--- src/rtl/alu_arbiter.sv ---
// alu_arbiter: two-requester arbiter and sequencer for the shared ALU datapath.
//
// Each operation moves through three states:
//   IDLE  - accepts one request from the arbitration winner
//   ISSUE - drives the ALU from registered operands for one cycle
//   RESP  - holds the captured result until the consumer takes it
//
// Arbitration is round-robin by default. Defining ALU_ARB_FIXED_PRIO_EN gives
// requester 0 fixed priority instead. last_grant is still tracked in that mode.
//
// Ports:
//   clock, reset                  clock and asynchronous active-high reset
//   req{0,1}_valid/ready          request handshakes
//   req{0,1}_a/b/sel              request operands and ALU select
//   alu_a, alu_b, alu_sel         registered operands driven to the ALU
//   alu_out                       combinational ALU result
//   rsp_valid/ready, rsp_data     response handshake and captured result
//   rsp_id                        requester index of the response
//   busy                          state is not IDLE
//   op_count                      completed response handshakes, wrapping
module alu_arbiter #(
  parameter int unsigned DATA_W = 4,
  parameter int unsigned SEL_W  = 3,
  parameter int unsigned CNT_W  = 8
) (
  input  logic              clock,
  input  logic              reset,
  input  logic              req0_valid,
  output logic              req0_ready,
  input  logic [DATA_W-1:0] req0_a,
  input  logic [DATA_W-1:0] req0_b,
  input  logic [SEL_W-1:0]  req0_sel,
  input  logic              req1_valid,
  output logic              req1_ready,
  input  logic [DATA_W-1:0] req1_a,
  input  logic [DATA_W-1:0] req1_b,
  input  logic [SEL_W-1:0]  req1_sel,
  output logic [DATA_W-1:0] alu_a,
  output logic [DATA_W-1:0] alu_b,
  output logic [SEL_W-1:0]  alu_sel,
  input  logic [DATA_W:0]   alu_out,
  output logic              rsp_valid,
  input  logic              rsp_ready,
  output logic [DATA_W:0]   rsp_data,
  output logic              rsp_id,
  output logic              busy,
  output logic [CNT_W-1:0]  op_count
);

  typedef enum logic [1:0] {StIdle, StIssue, StResp} state_e;

  state_e            state_q, state_d;
  logic              last_grant_q, last_grant_d;
  logic [DATA_W-1:0] alu_a_q, alu_a_d;
  logic [DATA_W-1:0] alu_b_q, alu_b_d;
  logic [SEL_W-1:0]  alu_sel_q, alu_sel_d;
  logic              rsp_valid_q, rsp_valid_d;
  logic [DATA_W:0]   rsp_data_q, rsp_data_d;
  logic              rsp_id_q, rsp_id_d;
  logic [CNT_W-1:0]  op_count_q, op_count_d;

  logic grant;
  logic accept;

  // Winner index. With a single valid requester it wins outright.
  always_comb begin
    grant = req1_valid;
    if (req0_valid && req1_valid) begin
`ifdef ALU_ARB_FIXED_PRIO_EN
      grant = 1'b0;
`else
      grant = ~last_grant_q;
`endif
    end
  end

  assign req0_ready = (state_q == StIdle) && req0_valid && !grant;
  assign req1_ready = (state_q == StIdle) && req1_valid && grant;
  assign accept     = req0_ready || req1_ready;

  always_comb begin
    state_d      = state_q;
    last_grant_d = last_grant_q;
    alu_a_d      = alu_a_q;
    alu_b_d      = alu_b_q;
    alu_sel_d    = alu_sel_q;
    rsp_valid_d  = rsp_valid_q;
    rsp_data_d   = rsp_data_q;
    rsp_id_d     = rsp_id_q;
    op_count_d   = op_count_q;
    unique case (state_q)
      StIdle: begin
        if (accept) begin
          alu_a_d      = grant ? req1_a : req0_a;
          alu_b_d      = grant ? req1_b : req0_b;
          alu_sel_d    = grant ? req1_sel : req0_sel;
          rsp_id_d     = grant;
          last_grant_d = grant;
          state_d      = StIssue;
        end
      end
      StIssue: begin
        rsp_data_d  = alu_out;
        rsp_valid_d = 1'b1;
        state_d     = StResp;
      end
      StResp: begin
        if (rsp_ready) begin
          rsp_valid_d = 1'b0;
          op_count_d  = op_count_q + CNT_W'(1);
          state_d     = StIdle;
        end
      end
      default: state_d = StIdle;
    endcase
  end

  always_ff @(posedge clock or posedge reset) begin
    if (reset) begin
      state_q      <= StIdle;
      last_grant_q <= 1'b1;
      alu_a_q      <= '0;
      alu_b_q      <= '0;
      alu_sel_q    <= '0;
      rsp_valid_q  <= 1'b0;
      rsp_data_q   <= '0;
      rsp_id_q     <= 1'b0;
      op_count_q   <= '0;
    end else begin
      state_q      <= state_d;
      last_grant_q <= last_grant_d;
      alu_a_q      <= alu_a_d;
      alu_b_q      <= alu_b_d;
      alu_sel_q    <= alu_sel_d;
      rsp_valid_q  <= rsp_valid_d;
      rsp_data_q   <= rsp_data_d;
      rsp_id_q     <= rsp_id_d;
      op_count_q   <= op_count_d;
    end
  end

  assign alu_a     = alu_a_q;
  assign alu_b     = alu_b_q;
  assign alu_sel   = alu_sel_q;
  assign rsp_valid = rsp_valid_q;
  assign rsp_data  = rsp_data_q;
  assign rsp_id    = rsp_id_q;
  assign busy      = (state_q != StIdle);
  assign op_count  = op_count_q;

endmodule

--- config.mk ---
export PLATFORM = sky130hd
export DESIGN_NAME = alu_arbiter
export DESIGN_NICKNAME = d
export VERILOG_FILES = /design/src/rtl/alu_arbiter.sv
export SDC_FILE = /design/constraint.sdc
export NUM_CORES = 1
export LEC_CHECK = 0
export ABC_AREA = 1
export CAP_MARGIN = 20
export CORE_MARGIN = 10
export CORE_UTILIZATION = 37
export DETAILED_ROUTE_END_ITERATION = 6
export PLACE_DENSITY_LB_ADDON = 0.15
export SETUP_SLACK_MARGIN = 0.3
export SYNTH_ARGS = -nofsm -noshare
export SYNTH_HDL_FRONTEND = slang
export SYNTH_SLANG_ARGS = --single-unit
--- constraint.sdc ---
create_clock -name clock -period 1.1 [get_ports clock]
set_input_delay 0.22 -clock clock [delete_from_list [all_inputs] [get_ports clock]]
set_output_delay 0.22 -clock clock [all_outputs]
set_load 0.01 [all_outputs]
==> metrics.md <==
| Metric | Value |
|---|---|
| Status | complete, but fails checks |
| Failing checks | negative setup slack |
| Total power | 6.45 mW |
| Cell Count, Final, Fillers Out | 317 |
| CP startpoint kind | flip-flop |
| Clk buf depth | 2 |
| Vias | 1493 |
| DRC Markers | 0 |
| Synthesized flop and latch total | 29 |
| Initial Util | about two fifths |
| CTS Buf Count | 5 |
| Most frequent cells in the layout | nand2_1, buf_6, clkdlybuf4s50_1 |
| WL/cell | 15.1 um |
| Vias in the first global route | 1526 |
| Required arrival time at the worst endpoint | 1.26 ns |
| Max_slew headroom | between 80% and 90% |
| Top Usage Layer GRT | met2 |
| RR Endpoint | alu_a[1] |
| Pwr Density | ~2400 nW/um^2 |
| Seq/Total Area, Yosys | 53.7% |
| Slew @ Worst Pin | 0.280 ns |
| PnR worst setup slack | -0.407 ns |
| H-tree depth | 2 |
| GR Util met2 | between 20 and 25% |
| FF-to-FF Start | state_q[1] |
| Clock latency on the worst-skew pair | about 0.28 ns |
| Max Cap Viol | 0 |
| Multi-input gate area | 719 um^2 |
| Critical path arrival | 1.67 ns |
| PortBufs | 60 |
| Setup crit end kind | flip-flop |
| Syn-to-layout area delta | 96.1% |
| Peak supply drop | 1.40 mV |
| Synthesized cell area | around 1400 um^2 |
| Row Count | 21 |
| GR Util All Layers | 13.7% |
| Final setup violation count | 31 |
| RSZ-0062 raised after global routing | yes |
| Met3 GRT Util | just under 7% |
| Top Ports | 61 |
| Routed WL | 4790 um |
| FF-to-FF setup slack | -0.41 ns |
| FMAX | 0.664 GHz |
| Number of routed nets with antenna violations | 0 |
| Initial DRC count | 83 |
| CTS tree | done |
| Crit Path Class | reg -> reg |
| Setup Skew | just under 0.009 ns |
| Fin crit share | 137% |
| R2R depth | 10 |
| Dpl hpwl | 3180 um |
| N_diodes | 0 |
| Remaining global-route overflow | 0 |
| Placeable Area | 3440 um^2 |
| Die Y | 80.5 um |
| Crit Path Max Fanout | 4 |
| First-pass DRT Iterations | 4 |
| RePlAce Congestion | 0.738 |
| HP Class | in -> async |
| Post-CTS Hold Fix Bufs | 0 |
| Syn avg cell area | roughly 8.3 um^2 |
| CTS Root Cell | clkbuf_8 |
| FF/Latch Area | roughly 730 um^2 |
| Pleak | about 1.4 nW |
| Die width | 80.5 um |
| Share of cells above drive strength 1 | a little under half |
| Largest net degree at the start of global routing | 21 |
| Syn nets | 197 |
| Distinct cells, synth | 20 |
| Cells after synthesis | 164 |
| Commonest non-fill, non-tap cell in the layout | nand2_1 |
| M1 GR Usage | 14.9% |
| Clk slew on worst S/H paths | about 0.070 ns |
| Fin. Hold Viols | 0 |
| Ys Warns | 0 |
| Tmin final | roughly 1.5 ns |
| Pre-CTS worst setup slack | -0.730 ns |
| Placed cell count | between 200 and 300 |
| First-pass GRT wire length | 7090 um |
| Filler Cell Count | 239 |
| Final nets | 303 |
| Final Slew Violations | 0 |
| Drt via density | 4.71 |
| Initial antenna violation count | 0 |
| Die ar. | 6480 um^2 |
| Clk sinks | 29 |
[per-layer routing]
layer / up-vias / routed length [um]
li1: 715 / -
met1: 708 / 1770
met2: 58 / 2400
met3: 12 / 484
met4: 0 / 136
met5: - / 0
[synthesized netlist by cell type]
master	n	area, um^2
nand2_1	90	338
dfrtp_1	28	701
inv_1	10	37.5
mux2_2	5	56.3
nand3_1	5	25.0
inv_2	3	11.3
nand4_1	3	18.8
buf_4	2	15.0
nand2_2	2	12.5
nand3_2	2	20.0
nor2_1	2	7.51
nor2_2	2	12.5
o21ai_0	2	10.0
xor2_1	2	17.5
buf_2	1	5.00
buf_6	1	11.3
dfstp_2	1	26.3
ha_1	1	12.5
nand3b_1	1	7.51
xnor2_1	1	8.76
[worst max-delay path, cell delays in order, from the launching register on]
cell and delay, ns:
dfrtp_1 0.39, inv_2 0.11, buf_4 0.13, nand3_4 0.09
buf_6 0.14, nand2_4 0.08, nand2_8 0.07, buf_12 0.13
clkbuf_16 0.15, nand2_4 0.05, nand2_1 0.05
[registers in the layout, indices dropped and copies added, names as in the netlist]
register / flops
alu_b: 4
rsp_id: 1
alu_a: 4
rsp_valid: 1
state_q: 2
op_count: 8
last_grant_q: 1
alu_sel: 3
rsp_data: 5
[metrics by stage]
| stage | TNS, ns | hold slack [ns] | instance area [um^2] | utilization, % |
|---|---|---|---|---|
| after floorplan | -0.675 | 0.129 | 1420 | - |
| after global routing | -8.40 | 0.250 | 2660 | 77.1 |
| after global placement | -9.47 | 0.462 | 2210 | 64.3 |
| after CTS | -4.93 | 0.238 | 2420 | 70.3 |
| final | -6.89 | 0.237 | 2660 | 77.1 |
| after detailed placement | -11.12 | 0.465 | 2210 | 64.3 |
[timing repair]
item / CTS / global route
setup buffers: 12 / 10
gates resized for setup: 153 / 29
pin swaps: 10 / 9
endpoints found under the setup margin: 58 / 58
gates cloned: 1 / 1
[final cells by class]
class | count | share of cell area (%)
Tap cell | 46 | 2.17
Sequential cell | 29 | 27.5
Timing Repair inverter | 1 | 0.283
Inverter | 13 | 2.17
Clock inverter | 2 | 0.377
Multi-Input combinational cell | 118 | 27.1
Timing Repair Buffer | 102 | 37.7
Clock buffer | 6 | 2.73
[worst max path at each step]
stage,endpoint,slack [ns],start,cells after the start
2_1_floorplan,req1_ready,-0.06,last_grant_q,6
3_3_place_gp,req0_ready,-0.66,req0_valid,6
3_5_place_dp,req1_ready,-0.73,req0_valid,7
4_1_cts,req1_ready,-0.36,last_grant_q,6
5_1_grt,alu_b[2],-0.45,state_q[1],10
6_report,alu_a[1],-0.41,state_q[1],10
[cells by family after synthesis]
family	count (synthesis)	share of synthesized area (%)
AND/OR/NAND/NOR	107	32.6
flip-flops	29	53.7
buffers and inverters	17	5.91
multiplexers	5	4.16
XOR/XNOR	3	1.94
AO/OA/AOI/OAI	2	0.739
adder cells (fa/ha/maj)	1	0.924
[where the power goes]
part / switching (mW) / total [mW] / internal [mW] / leakage [nW]
Combinational: 1.67 / 3.77 / 2.10 / 0.970
Sequential: 0.316 / 1.85 / 1.54 / 0.355
Clock: 0.393 / 0.830 / 0.437 / 0.0450
Total: 2.38 / 6.45 / 4.07 / 1.37
Note: power is estimated with default switching activity, not from simulation.
